--- src/rtl/ook_frame_sched_pkg.sv ---
// Shared types and helpers for the OOK frame scheduler.
package ook_sched_pkg;

  typedef enum logic [2:0] {
    IDLE    = 3'd0,
    ARM     = 3'd1,
    HEAD    = 3'd2,
    PAYLOAD = 3'd3,
    GAP     = 3'd4
  } state_t;

  localparam int HEAD_LEN_DEF = 10;

  function automatic int max_w(input int a, input int b);
    return (a > b) ? a : b;
  endfunction

endpackage

--- src/rtl/ook_frame_sched_if.sv ---
// Host-side control/config and generator-side outputs of the frame scheduler.
interface ook_frame_sched_if #(
  parameter int NUM_CH = 3,
  parameter int LEN_W  = 16,
  parameter int GAP_W  = 8
);
  logic              start;
  logic              stop;
  logic              mode;
  logic [NUM_CH-1:0] ch_en;
  logic [LEN_W-1:0]  payload_len;
  logic [GAP_W-1:0]  gap_len;
  logic [LEN_W-1:0]  frame_cnt;

  logic [NUM_CH-1:0] gen_rst;
  logic [NUM_CH-1:0] gen_send_enable;
  logic [NUM_CH-1:0] active_ch;
  logic              busy;
  logic              frame_done;
  logic [LEN_W-1:0]  frames_sent;

  modport master (
    output start, stop, mode, ch_en, payload_len, gap_len, frame_cnt,
    input  gen_rst, gen_send_enable, active_ch, busy, frame_done, frames_sent
  );

  modport slave (
    input  start, stop, mode, ch_en, payload_len, gap_len, frame_cnt,
    output gen_rst, gen_send_enable, active_ch, busy, frame_done, frames_sent
  );
endinterface

--- src/rtl/ook_frame_sched_rr_next_ch.sv ---
// Round-robin lane picker: first enabled lane strictly above the current one,
// wrapping to lane 0; returns the current lane again if it is the only one enabled.
module rr_next_ch #(
  parameter int NUM_CH = 3
) (
  input  logic [NUM_CH-1:0] mask,
  input  logic [NUM_CH-1:0] cur,
  output logic [NUM_CH-1:0] nxt
);
  localparam int IDX_W = (NUM_CH > 1) ? $clog2(NUM_CH) : 1;

  int               cur_idx;
  logic [IDX_W-1:0] idx;
  logic             found;

  always_comb begin
    cur_idx = 0;
    idx     = '0;
    found   = 1'b0;
    nxt     = '0;
    for (int i = 0; i < NUM_CH; i++) begin
      if (cur[i]) cur_idx = i;
    end
    for (int k = 1; k <= NUM_CH; k++) begin
      idx = IDX_W'((cur_idx + k) % NUM_CH);
      if (!found && mask[idx]) begin
        nxt[idx] = 1'b1;
        found    = 1'b1;
      end
    end
  end
endmodule

--- src/rtl/ook_frame_sched.sv ---
// Frame sequencer for the R/G/B OOK generator lanes: header, PRBS payload, gap,
// repeated per run, with the generators held in reset outside their frame.
//
// state   | meaning
// IDLE    | all generators in reset, waiting for start
// ARM     | release selected lanes, pulse send_enable (1 cycle)
// HEAD    | generators emit the comma header (HEAD_LEN cycles)
// PAYLOAD | generators stream PRBS (max(payload_len,1) cycles)
// GAP     | selected lanes back in reset (max(gap_len,1) cycles)
module ook_frame_sched
  import ook_sched_pkg::*;
#(
  parameter int NUM_CH   = 3,
  parameter int LEN_W    = 16,
  parameter int GAP_W    = 8,
  parameter int HEAD_LEN = HEAD_LEN_DEF
) (
  input logic               clk,
  input logic               rst_n,
  ook_frame_sched_if.slave  bus
);
  localparam int CNT_W = max_w(max_w(LEN_W, GAP_W), $clog2(HEAD_LEN));
  localparam logic [CNT_W-1:0]  HEAD_LAST = CNT_W'(HEAD_LEN - 1);
  localparam logic [NUM_CH-1:0] TOP_LANE  = NUM_CH'(1) << (NUM_CH - 1);

  state_t            state_q, state_d;
  logic [CNT_W-1:0]  cnt_q, cnt_d;
  logic              cnt_ld;

  logic              mode_q;
  logic [NUM_CH-1:0] ch_en_q;
  logic [LEN_W-1:0]  pay_q;
  logic [GAP_W-1:0]  gap_q;
  logic [LEN_W-1:0]  fcnt_q;
  logic [LEN_W-1:0]  frames_q;
  logic              stop_pend_q;

  logic [NUM_CH-1:0] sel_q, sel_d;
  logic              sel_ld;
  logic              latch;
  logic              frame_end;
  logic              run_done;

  logic [NUM_CH-1:0] rr_mask, rr_cur, rr_nxt;
  logic [CNT_W-1:0]  pay_last, gap_last;

  logic [NUM_CH-1:0] gen_rst_c, gse_c, act_c;

  // Zero lengths behave as one cycle, hence the clamp before the minus-one load.
  assign pay_last = (pay_q == '0) ? '0 : CNT_W'(pay_q - LEN_W'(1));
  assign gap_last = (gap_q == '0) ? '0 : CNT_W'(gap_q - GAP_W'(1));
  assign run_done = (fcnt_q != '0) && (frames_q == fcnt_q);

  // From IDLE the picker starts above the top lane so it lands on the lowest enabled one.
  assign rr_mask = (state_q == IDLE) ? bus.ch_en : ch_en_q;
  assign rr_cur  = (state_q == IDLE) ? TOP_LANE  : sel_q;

  rr_next_ch #(.NUM_CH(NUM_CH)) u_rr (
    .mask (rr_mask),
    .cur  (rr_cur),
    .nxt  (rr_nxt)
  );

  always_ff @(posedge clk or negedge rst_n) begin
    if (!rst_n) state_q <= IDLE;
    else        state_q <= state_d;
  end

  always_comb begin
    state_d   = state_q;
    cnt_ld    = 1'b0;
    cnt_d     = '0;
    latch     = 1'b0;
    sel_ld    = 1'b0;
    sel_d     = sel_q;
    frame_end = 1'b0;
    gen_rst_c = '1;
    gse_c     = '0;
    act_c     = '0;
    case (state_q)
      IDLE: begin
        if (bus.start && (bus.ch_en != '0)) begin
          state_d = ARM;
          latch   = 1'b1;
          sel_ld  = 1'b1;
          sel_d   = bus.mode ? rr_nxt : bus.ch_en;
        end
      end
      ARM: begin
        gen_rst_c = ~sel_q;
        gse_c     = sel_q;
        act_c     = sel_q;
        state_d   = HEAD;
        cnt_ld    = 1'b1;
        cnt_d     = HEAD_LAST;
      end
      HEAD: begin
        gen_rst_c = ~sel_q;
        act_c     = sel_q;
        if (cnt_q == '0) begin
          state_d = PAYLOAD;
          cnt_ld  = 1'b1;
          cnt_d   = pay_last;
        end
      end
      PAYLOAD: begin
        gen_rst_c = ~sel_q;
        act_c     = sel_q;
        if (cnt_q == '0) begin
          frame_end = 1'b1;
          state_d   = GAP;
          cnt_ld    = 1'b1;
          cnt_d     = gap_last;
        end
      end
      GAP: begin
        if (cnt_q == '0) begin
          if (stop_pend_q || bus.stop || run_done) begin
            state_d = IDLE;
          end else begin
            state_d = ARM;
            sel_ld  = 1'b1;
            sel_d   = mode_q ? rr_nxt : ch_en_q;
          end
        end
      end
      default: state_d = IDLE;
    endcase
  end

  always_ff @(posedge clk or negedge rst_n) begin
    if (!rst_n) begin
      cnt_q       <= '0;
      mode_q      <= 1'b0;
      ch_en_q     <= '0;
      pay_q       <= '0;
      gap_q       <= '0;
      fcnt_q      <= '0;
      frames_q    <= '0;
      stop_pend_q <= 1'b0;
      sel_q       <= NUM_CH'(1);
    end else begin
      if (cnt_ld)              cnt_q <= cnt_d;
      else if (cnt_q != '0)    cnt_q <= cnt_q - CNT_W'(1);

      if (latch) begin
        mode_q   <= bus.mode;
        ch_en_q  <= bus.ch_en;
        pay_q    <= bus.payload_len;
        gap_q    <= bus.gap_len;
        fcnt_q   <= bus.frame_cnt;
        frames_q <= '0;
      end else if (frame_end) begin
        frames_q <= frames_q + LEN_W'(1);
      end

      if (sel_ld) sel_q <= sel_d;

      if (state_q == IDLE) stop_pend_q <= 1'b0;
      else if (bus.stop)   stop_pend_q <= 1'b1;
    end
  end

  assign bus.gen_rst         = gen_rst_c;
  assign bus.gen_send_enable = gse_c;
  assign bus.active_ch       = act_c;
  assign bus.busy            = (state_q != IDLE);
  assign bus.frame_done      = frame_end;
  assign bus.frames_sent     = frames_q;

endmodule

--- src/flat_wrapper.sv ---
// flat-port wrapper written by rule: the top's interface ports become plain ports
module ook_frame_sched_flat import ook_sched_pkg::*;
#(
  parameter int NUM_CH   = 3,
  parameter int LEN_W    = 16,
  parameter int GAP_W    = 8,
  parameter int HEAD_LEN = HEAD_LEN_DEF
)
  (clk, rst_n, bus_start, bus_stop, bus_mode, bus_ch_en, bus_payload_len, bus_gap_len, bus_frame_cnt, bus_gen_rst, bus_gen_send_enable, bus_active_ch, bus_busy, bus_frame_done, bus_frames_sent);
  ook_frame_sched_if #(.NUM_CH(NUM_CH), .LEN_W(LEN_W), .GAP_W(GAP_W)) bus_i ();
  input logic clk;
  input logic rst_n;
  input wire logic [$bits(bus_i.start)-1:0] bus_start;
  input wire logic [$bits(bus_i.stop)-1:0] bus_stop;
  input wire logic [$bits(bus_i.mode)-1:0] bus_mode;
  input wire logic [$bits(bus_i.ch_en)-1:0] bus_ch_en;
  input wire logic [$bits(bus_i.payload_len)-1:0] bus_payload_len;
  input wire logic [$bits(bus_i.gap_len)-1:0] bus_gap_len;
  input wire logic [$bits(bus_i.frame_cnt)-1:0] bus_frame_cnt;
  output wire logic [$bits(bus_i.gen_rst)-1:0] bus_gen_rst;
  output wire logic [$bits(bus_i.gen_send_enable)-1:0] bus_gen_send_enable;
  output wire logic [$bits(bus_i.active_ch)-1:0] bus_active_ch;
  output wire logic [$bits(bus_i.busy)-1:0] bus_busy;
  output wire logic [$bits(bus_i.frame_done)-1:0] bus_frame_done;
  output wire logic [$bits(bus_i.frames_sent)-1:0] bus_frames_sent;
  assign bus_i.start = bus_start;
  assign bus_i.stop = bus_stop;
  assign bus_i.mode = bus_mode;
  assign bus_i.ch_en = bus_ch_en;
  assign bus_i.payload_len = bus_payload_len;
  assign bus_i.gap_len = bus_gap_len;
  assign bus_i.frame_cnt = bus_frame_cnt;
  assign bus_gen_rst = bus_i.gen_rst;
  assign bus_gen_send_enable = bus_i.gen_send_enable;
  assign bus_active_ch = bus_i.active_ch;
  assign bus_busy = bus_i.busy;
  assign bus_frame_done = bus_i.frame_done;
  assign bus_frames_sent = bus_i.frames_sent;
  ook_frame_sched #(.NUM_CH(NUM_CH), .LEN_W(LEN_W), .GAP_W(GAP_W), .HEAD_LEN(HEAD_LEN)) u_core (.clk(clk), .rst_n(rst_n), .bus(bus_i));
endmodule
--- config.mk ---
export PLATFORM = sky130hd
export DESIGN_NAME = ook_frame_sched_flat
export DESIGN_NICKNAME = d
export VERILOG_FILES = /design/src/rtl/ook_frame_sched_pkg.sv /design/src/rtl/ook_frame_sched_if.sv /design/src/rtl/ook_frame_sched_rr_next_ch.sv /design/src/rtl/ook_frame_sched.sv /design/src/flat_wrapper.sv
export SDC_FILE = /design/constraint.sdc
export NUM_CORES = 1
export LEC_CHECK = 0
export ABC_AREA = 0
export BUFFER_PORTS_ARGS = -buffer_cell sky130_fd_sc_hd__buf_2
export CORE_MARGIN = 5
export CORE_UTILIZATION = 46
export DETAILED_ROUTE_END_ITERATION = 16
export MAX_ROUTING_LAYER = met4
export PLACE_DENSITY_LB_ADDON = 0.3
export SLEW_MARGIN = 10
export SYNTH_ARGS = -nofsm -noshare
export SYNTH_HDL_FRONTEND = slang
export SYNTH_SLANG_ARGS = --single-unit
--- constraint.sdc ---
create_clock -name clk -period 5.4 [get_ports clk]
set_input_delay 0.54 -clock clk [delete_from_list [all_inputs] [get_ports clk]]
set_output_delay 0.54 -clock clk [all_outputs]
set_load 0.03 [all_outputs]
Word-level counts from Yosys, hierarchy flattened
Index checks and enable logic that the tools add are counted.
{"block": "totals", "register_bits": 83, "latchBits": 0, "ramBits": 0, "romBits": 0, "input_bits": 48, "n_memories": 0}
{"block": "classes", "addsub": 7, "n_mul": 0, "n_div": 3, "order_cmp": 6, "eq_ne": 10, "shifts": 0, "mux": 55, "n_bitwise": 3, "reduce_logical": 27}
{"cell": "$mux W16", "n": 8}
{"cell": "$mod A32 B3 Y32 const B", "n": 3}
{"cell": "$mux W3", "n": 17}
{"cell": "$pmux W16 S3", "n": 1}
{"cell": "$logic_not A16 Y1", "n": 2}
{"cell": "$reduce_bool A16 Y1", "n": 2}
{"cell": "$sub A16 B1 Y16 const B", "n": 2}
{"cell": "$mux W1", "n": 18}
{"cell": "$add A16 B1 Y16 const B", "n": 1}
{"cell": "$eq A16 B16 Y1", "n": 1}
{"cell": "$pmux W3 S5", "n": 1}
{"cell": "$lt A2 B3 Y1 const B", "n": 3}
{"cell": "$sub A8 B1 Y9 const B", "n": 1}
{"cell": "$logic_not A8 Y1", "n": 1}
{"cell": "$reduce_bool A2 Y1", "n": 4}
{"cell": "$logic_and A1 B1 Y1", "n": 7}
{"cell": "$add A2 B2 Y3 const B", "n": 2}
{"cell": "$bmux W1 S2", "n": 3}
{"cell": "$demux W1 S2", "n": 3}
{"cell": "$eq A3 B2 Y1 const B", "n": 2}
{"cell": "$ge A2 B1 Y1 const B", "n": 3}
{"cell": "$ne A2 B1 Y1 const B", "n": 3}
{"cell": "$or A3 B3 Y3", "n": 2}
{"cell": "$pmux W3 S2", "n": 1}
{"cell": "15 further kinds", "n": 20}

Longest topological paths before layout
Gate-level depths: netlist of run 1.
{"block": "logic_depth", "depth_word": 19, "ltp_mapped": 9}

Hierarchy
A second synthesis of run 1 with hierarchy kept.
{"block": "unflattened", "hier_cells": 580, "area_unflattened_um2": 5024.8}
{"mod": "ook_frame_sched", "n_inst": 1, "cells_per_inst": 571, "area_each_um2": 4962.3, "seq_area_each_um2": 2078.2}
{"mod": "rr_next_ch", "n_inst": 1, "cells_per_inst": 9, "area_each_um2": 62.6, "seq_area_each_um2": 0.0}

Worst setup path before layout of run 1
No wires, ideal clock.
{"block": "synth_timing", "kind": "register to register", "from": "register u_core.cnt_q[0]", "to": "register u_core.frames_q[9] (netlist: u_core.bus.frames_sent[9])", "t_arrival_ps": 2220, "setup_slack_ps": 3102, "path_stages_with_launch": 10, "n_path_buf": 0, "cell_sequence": "dfrtp_1 -> inv_1 -> ha_1 -> nor3b_2 -> and3_1 -> nand2_2 -> inv_1 -> nand3_1 -> or3_1 -> a21oi_1"}
{"block": "synth_via", "elab_chain_cells": 4}
{"element": "start: declaration", "line_no": "ook_frame_sched.sv:27", "source": "logic [CNT_W-1:0] cnt_q, cnt_d;"}
{"element": "start signal: assignment", "line_no": "ook_frame_sched.sv:143", "source": "if (cnt_ld) cnt_q <= cnt_d;"}
{"element": "start signal: assignment", "line_no": "ook_frame_sched.sv:144", "source": "else if (cnt_q != '0) cnt_q <= cnt_q - CNT_W'(1);"}
{"element": "$logic_not A16 Y1", "line_no": "ook_frame_sched.sv:109", "source": "if (cnt_q == '0) begin"}
{"element": "$mux W1", "line_no": "ook_frame_sched.sv:109"}
{"element": "$mux W1", "line_no": "ook_frame_sched.sv:80", "source": "case (state_q)"}
{"element": "net bus_frame_done", "line_no": "flat_wrapper.sv:24", "source": "output wire logic [$bits(bus_i.frame_done)-1:0] bus_frame_done;"}
{"element": "$reduce_bool A2 Y1 (no line)"}
{"element": "end signal: assignment", "line_no": "ook_frame_sched.sv:154", "source": "frames_q <= frames_q + LEN_W'(1);"}
{"element": "end: declaration", "line_no": "ook_frame_sched.sv:35", "source": "logic [LEN_W-1:0] frames_q;"}
The timed path passes the listed nets, and every way through them passes these cells.
A chain may end at the register's enable or synchronous reset.

Final worst setup path of run 1
{"block": "layout_timing", "from": "register u_core.cnt_q[0]", "to": "output port bus_frame_done"}
{"block": "layout_via", "elab_chain_cells": 3}
{"element": "$logic_not A16 Y1", "line_no": "ook_frame_sched.sv:109"}
{"element": "$mux W1", "line_no": "ook_frame_sched.sv:109"}
{"element": "$mux W1", "line_no": "ook_frame_sched.sv:80"}
{"element": "end: declaration", "line_no": "flat_wrapper.sv:24"}
Every way passes these cells.

==> results.sh, run 1 <==
export IMPL_io_pin_count=75
export IMPL_fillCellCount=963
export IMPL_hold_buffers=0
export IMPL_clk_latency_ps=350
export IMPL_n_antenna_cell=0
export IMPL_synth_cells=553
export IMPL_finalCritPeriodShare_pct=53.0
export IMPL_start_util_pct=46.6
export IMPL_critPathMaxStageDelay_ps=430
export IMPL_clockBufferDepth=2
export IMPL_postLayoutCoreUtil_pct=53.5
export IMPL_routed_wl_mm=11.6
export IMPL_grt_max_degree=84
export IMPL_ys_warn_count=0
export IMPL_fin_ws_ps=2540
export IMPL_via_count=4077
export IMPL_setup_violations=0
export IMPL_crit_required_ps=4860
export IMPL_cap_violations=0
export IMPL_portBuffers=74
export IMPL_grt_pass1_vias=4044
export IMPL_min_path_type="in2async"
export IMPL_synth_main_ff_cell="dfrtp_1"
export IMPL_grt_use_total_pct=19.8
export IMPL_rows=37
export IMPL_grt_pass1_wl_mm=19.8
export IMPL_gp_congestion=0.889
export IMPL_pre_cts_slack_ps=2720
export IMPL_crit_path_max_fanout=10
export IMPL_hpwl_mm=8.51
export IMPL_yosysUniqueCellTypes=64
export IMPL_power_density_mw_per_mm2=539
export IMPL_post_dp_cell_area_mm2=0.00518
export IMPL_slew_viol_final=0
export IMPL_async_flop_share_pct=100
export IMPL_synth_top_area_cell="dfrtp_1"
export IMPL_routed_via_density=5.38
export IMPL_die_x_um=112
export IMPL_crit_chain="inv_1, ha_1, nor3b_2, and3_1, nand2_2, inv_1, buf_2"
export IMPL_grt_overflow_total=0
export IMPL_clkSinkCount=83
export IMPL_drt_first_iter_violations=277
export IMPL_post_cts_setup_buffers=0
export IMPL_ir_drop_uv=255
export IMPL_outcome="complete, no violations"
export IMPL_crit_path_end_kind="output port"
export IMPL_min_period_ps=2860
export IMPL_cts_buffers=9
export IMPL_clkTransAtPathRegs_ps=80
export IMPL_ys_seq_elements=83
export IMPL_fin_area_mm2=0.00545
export IMPL_cts_htree_levels=3
export IMPL_reg2reg_depth=7
export IMPL_cts_resized=0
export IMPL_worstMarginPinSlew_ps=1140
export IMPL_cts_tree="yes"
export IMPL_multi_input_comb_area_mm2=0.00249
export IMPL_seq_area_mm2=0.00208
export IMPL_synth_top_area_share_pct=43.3
export IMPL_synth_area_mm2=0.00474
export IMPL_drive_gt1_share_pct=18.6
export IMPL_core_area_mm2=0.0102
export IMPL_wl_per_cell_um=15.3
export IMPL_dieArea_mm2=0.0124
export IMPL_postRouteAntennaNets=0
export IMPL_cts_root_buffer="clkbuf_8"
export IMPL_syn_area_per_cell_um2=8.58
export IMPL_finalHoldViolations=0
export IMPL_syn_to_final_growth_pct=14.9
export IMPL_cpMaxStageDelayCell="dfrtp_1"
export IMPL_max_freq_mhz=349
export IMPL_antenna_found_initial=0
export IMPL_synth_yosys_seq_area_share_pct=43.8
export IMPL_finalClockSkew_ps=9.01
export IMPL_path_class="reg2out"
export IMPL_die_h_um=112
export IMPL_drc=0
export IMPL_rsz0062_at_grt="false"
export IMPL_crit_top_cell="inv_1"
export IMPL_ys_top_cells_by_area="dfrtp_1 (43%), nand2_1 (12%), xor2_1 (5.9%)"
export IMPL_start_kind="flop"
export IMPL_firstDrtPassIters=4
export IMPL_cp_arrival_ps=2320
export IMPL_leakagePower_nw=2.56
export IMPL_synth_fp_nets=606
export IMPL_synth_edf_count=0
export IMPL_layout_nets=670
export IMPL_tns_ps=0
export IMPL_maxSlewHeadroom_pct=23.7
## state kept, by name (all words and copies together), names as in the netlist
signal and flops:
u_core.sel_q 3, u_core.cnt_q 16, u_core.stop_pend_q 1, u_core.mode_q 1
u_core.state_q 3, u_core.gap_q 8, u_core.pay_q 16, u_core.fcnt_q 16
u_core.bus.frames_sent 16, u_core.ch_en_q 3
## critical path, delay by kind of cell (launching register included)
family	cells	cell delay, ps
buf+inv	3	540
fa+ha+maj	1	150
flops	1	430
simple gates	3	850
## through the flow
stage	hold slack, ps	total power [W]	instances
after floorplan	244	0.00202	553
after global placement	480	0.00231	742
after detailed placement	494	0.00235	742
after CTS	352	0.00295	758
after global routing	361	0.00315	758
final	368	0.00294	758
## cell families after synthesis
family,Yosys count,share of synthesized area (%)
compound gates,71,10.1
buf+inv,38,3.61
flops,83,43.8
xor+xnor,61,11.3
fa+ha+maj,5,1.32
simple gates,292,29.2
mux,3,0.712
## final timing paths
kind                                                 from  slack [ps]                                     end
setup / recovery              u_core.cnt_q[0]$_DFFE_PN0P_        2540                          bus_frame_done
hold / removal                                      rst_n         370             u_core.pay_q[8]$_DFFE_PN0P_
setup reg to reg              u_core.cnt_q[0]$_DFFE_PN0P_        2710             u_core.cnt_q[1]$_DFFE_PN0P_
hold reg to reg            u_core.stop_pend_q$_DFFE_PN0P_         510          u_core.stop_pend_q$_DFFE_PN0P_
max in group asynchronous                           rst_n        4390  u_core.bus.frames_sent[14]$_DFFE_PN0P_
min in group clk                        bus_frame_cnt[11]         370           u_core.fcnt_q[11]$_DFFE_PN0P_
## layout make-up
type / count / share of cell area (%)
clock buffer: 9 / 2.27
timing repair buffer: 75 / 6.98
sequential: 83 / 38.2
inverter: 16 / 1.10
multi-input combinational: 432 / 45.8
clock inverter: 7 / 2.57
tap: 136 / 3.12
## where the power goes
part	total [W]	switching (W)	internal (W)
Sequential	0.00126	0.000370	0.000887
Combinational	0.00109	0.000608	0.000486
Clock	0.000586	0.000233	0.000353
## cell usage in the layout, fill, tap and decap left out, types with 3 or more instances in the layout
cell type | netlist | final
xnor2_1 | 29 | 29
nor2b_1 | 3 | 3
nand2b_1 | 4 | 4
or4_1 | 3 | 3
ha_1 | 5 | 5
nand4_1 | 3 | 3
nor3_1 | 13 | 13
bufinv_16 | 0 | 4
a31oi_1 | 5 | 5
clkbuf_8 | 0 | 9
nor3b_1 | 5 | 5
o22ai_1 | 4 | 4
mux2_2 | 3 | 3
o21ai_0 | 23 | 23
nand2_1 | 149 | 149
and2_1 | 5 | 4
o31ai_1 | 3 | 3
buf_2 | 2 | 73
inv_1 | 16 | 16
and3_1 | 3 | 3
nand3b_1 | 4 | 4
a22oi_1 | 6 | 6
nor4_1 | 12 | 12
dfrtp_1 | 82 | 82
o22a_2 | 4 | 4
a21oi_1 | 8 | 8
xor2_1 | 32 | 32
nand3_1 | 16 | 16
nor2_1 | 47 | 47
or3_1 | 6 | 6
## routing by layer
metal | up-vias | GRT usage [%] | routed length [µm]
li1 | 1995 | - | -
met4 | 0 | 6.08 | 154
met3 | 12 | 3.10 | 469
met2 | 109 | 30.9 | 5590
met1 | 1961 | 26.7 | 5400
met5 | - | - | 0
## synthesized netlist by cell type, types with 5 or more instances
master,number
nand3_1,16
or3_1,6
nor3b_1,5
inv_1,16
ha_1,5
xnor2_1,29
nor3_1,13
dfrtp_1,82
a21oi_1,8
xor2_1,32
o21ai_0,23
nor4_1,12
a31oi_1,5
nor2_1,47
a22oi_1,6
and2_1,5
clkbuf_1,13
nand2_1,149
(Power assumes the default switching activity.)
==> run 2, diff against run 1 <==
clock period = 2.8 ns   (was 5.4 ns; I/O delays follow)
==> run 2 against run 1 <==
Effect of this change:
- utilization is essentially flat
- die area stayed put
- critical path depth fell by 2
- cell area about the same
- cell count increased by 0.92%
- via count down 0.15%
- sequential cell count unchanged
==> results.sh, run 2 (same netlist as run 1, synthesis figures left out) <==
export IMPL_outcome="complete, no violations"
export IMPL_die_h_um=112
export IMPL_clockBufferDepth=2
export IMPL_drive_gt1_share_pct=19.2
export IMPL_routed_via_density=5.32
export IMPL_path_class="reg2out"
export IMPL_layout_nets=677
export IMPL_cp_arrival_ps=2200
export IMPL_critPathLaunch="u_core.cnt_q[11]$_DFFE_PN0P_"
export IMPL_fin_ws_ps=320
export IMPL_cap_violations=0
export IMPL_worstMarginPinSlew_ps=1060
export IMPL_start_util_pct=46.6
export IMPL_cpMaxStageDelayCell="and4_1"
export IMPL_grt_max_degree=84
export IMPL_slew_viol_final=0
export IMPL_max_freq_mhz=403
export IMPL_drt_first_iter_violations=272
export IMPL_portBuffers=74
export IMPL_syn_to_final_growth_pct=14.8
export IMPL_finalCritPeriodShare_pct=88.6
export IMPL_stdcell_count=765
export IMPL_crit_family="simple AND/OR/NAND/NOR gates"
export IMPL_clk_latency_ps=360
export IMPL_antenna_found_initial=0
export IMPL_grt_pass1_vias=3994
export IMPL_mostFrequentLayoutCells="nand2_1 (149), dfrtp_1 (82), buf_2 (73)"
export IMPL_hold_buffers=0
export IMPL_grt_pass1_wl_mm=19.2
export IMPL_leakagePower_nw=2.57
export IMPL_min_path_type="in2reg"
export IMPL_n_antenna_cell=0
export IMPL_min_period_ps=2480
export IMPL_hold_path_startpoint="bus_frame_cnt[10]"
export IMPL_maxSlewHeadroom_pct=29.0
export IMPL_gp_congestion=0.850
export IMPL_dieArea_mm2=0.0124
export IMPL_seq_area_mm2=0.00208
export IMPL_rsz0062_at_grt="false"
export IMPL_drc=0
export IMPL_rows=37
export IMPL_cts_htree_levels=3
export IMPL_start_kind="flop"
export IMPL_grt_overflow_total=0
export IMPL_crit_required_ps=2520
export IMPL_tns_ps=0
export IMPL_ir_drop_uv=434
export IMPL_firstDrtPassIters=5
export IMPL_via_count=4071
export IMPL_cts_resized=0
export IMPL_die_x_um=112
export IMPL_routed_wl_mm=11.5
export IMPL_postLayoutCoreUtil_pct=53.4
export IMPL_power_w=0.00541
export IMPL_multi_input_comb_area_mm2=0.00249
export IMPL_clkSinkCount=83
export IMPL_crit_path_max_fanout=10
export IMPL_hpwl_mm=8.48
export IMPL_setup_violations=0
export IMPL_pre_cts_slack_ps=477
export IMPL_cts_root_buffer="clkbuf_8"
export IMPL_core_area_mm2=0.0102
export IMPL_rr_startpoint="u_core.cnt_q[11]$_DFFE_PN0P_"
export IMPL_finalClockSkew_ps=8.27
export IMPL_critPathMaxStageDelay_ps=450
export IMPL_r2r_setup_slack_ps=430
export IMPL_placed_cells=749
export IMPL_cp_buffers_inverters=2
export IMPL_cts_tree="yes"
export IMPL_post_cts_setup_buffers=0
export IMPL_postRouteAntennaNets=0
export IMPL_cts_buffers=9
export IMPL_crit_chain="nor4_2, and4_1, nand2_2, inv_1, buf_2"
export IMPL_wl_per_cell_um=15.0
export IMPL_clkTransAtPathRegs_ps=90
export IMPL_grt_use_total_pct=19.1
export IMPL_power_density_mw_per_mm2=995
export IMPL_crit_path_end_kind="output port"
export IMPL_final_common_cell="nand2_1"
export IMPL_fillCellCount=991
export IMPL_io_pin_count=75
export IMPL_finalHoldViolations=0
## run 2: cell types whose count changed in the layout (fill, tap and decap cells not counted), sizes merged
cell / before / now
buf: 75 / 82
bufinv: 4 / 1
clkbuf: 9 / 12
## run 2: area by class of cell
cell class                      instances  area share (%)
Tap cell                              136            3.13
Multi-Input combinational cell        432            45.8
Clock inverter                          4           0.920
Inverter                               16            1.10
Sequential cell                        83            38.2
Timing Repair Buffer                   82            8.18
Clock buffer                           12            2.67
## run 2: report_power, final
part	leakage (nW)	total, W	internal, W	switching (W)
sequential	1.04	0.00241	0.00171	0.000698
combinational	1.44	0.00213	0.000951	0.00118
clock	0.0926	0.000872	0.000436	0.000436
## run 2: through the flow
step	instance area, µm²	hold WS [ps]
floorplan	4740	-15.6
global placement	5250	470
detailed placement	5250	473
CTS	5440	96.1
global route	5440	101
finish	5440	105
## run 2: worst paths after layout
check	end	cells after the start
min reg2reg	u_core.stop_pend_q$_DFFE_PN0P_	2
max reg2reg	u_core.bus.frames_sent[10]$_DFFE_PN0P_	7
min	u_core.fcnt_q[10]$_DFFE_PN0P_	3
max	bus_frame_done	5
max in group asynchronous	u_core.sel_q[1]$_DFFE_PN0P_	1
min in group asynchronous	u_core.pay_q[3]$_DFFE_PN0P_	1
## run 2: tightest hold or removal path: cells and delay by family
| kind | cells | cell delay, ps |
|---|---|---|
| buffers and inverters | 1 | 70 |
| AND/OR/NAND/NOR | 2 | 80 |
## run 2: layer usage
metal / vias to the layer above / share of wire, % / global-route usage [%]
li1: 2006 / - / -
met1: 1940 / 47 / 25.3
met2: 105 / 47 / 30.1
met3: 20 / 4.2 / 3.04
met4: 0 / 1.7 / 6.08
met5: - / 0 / -
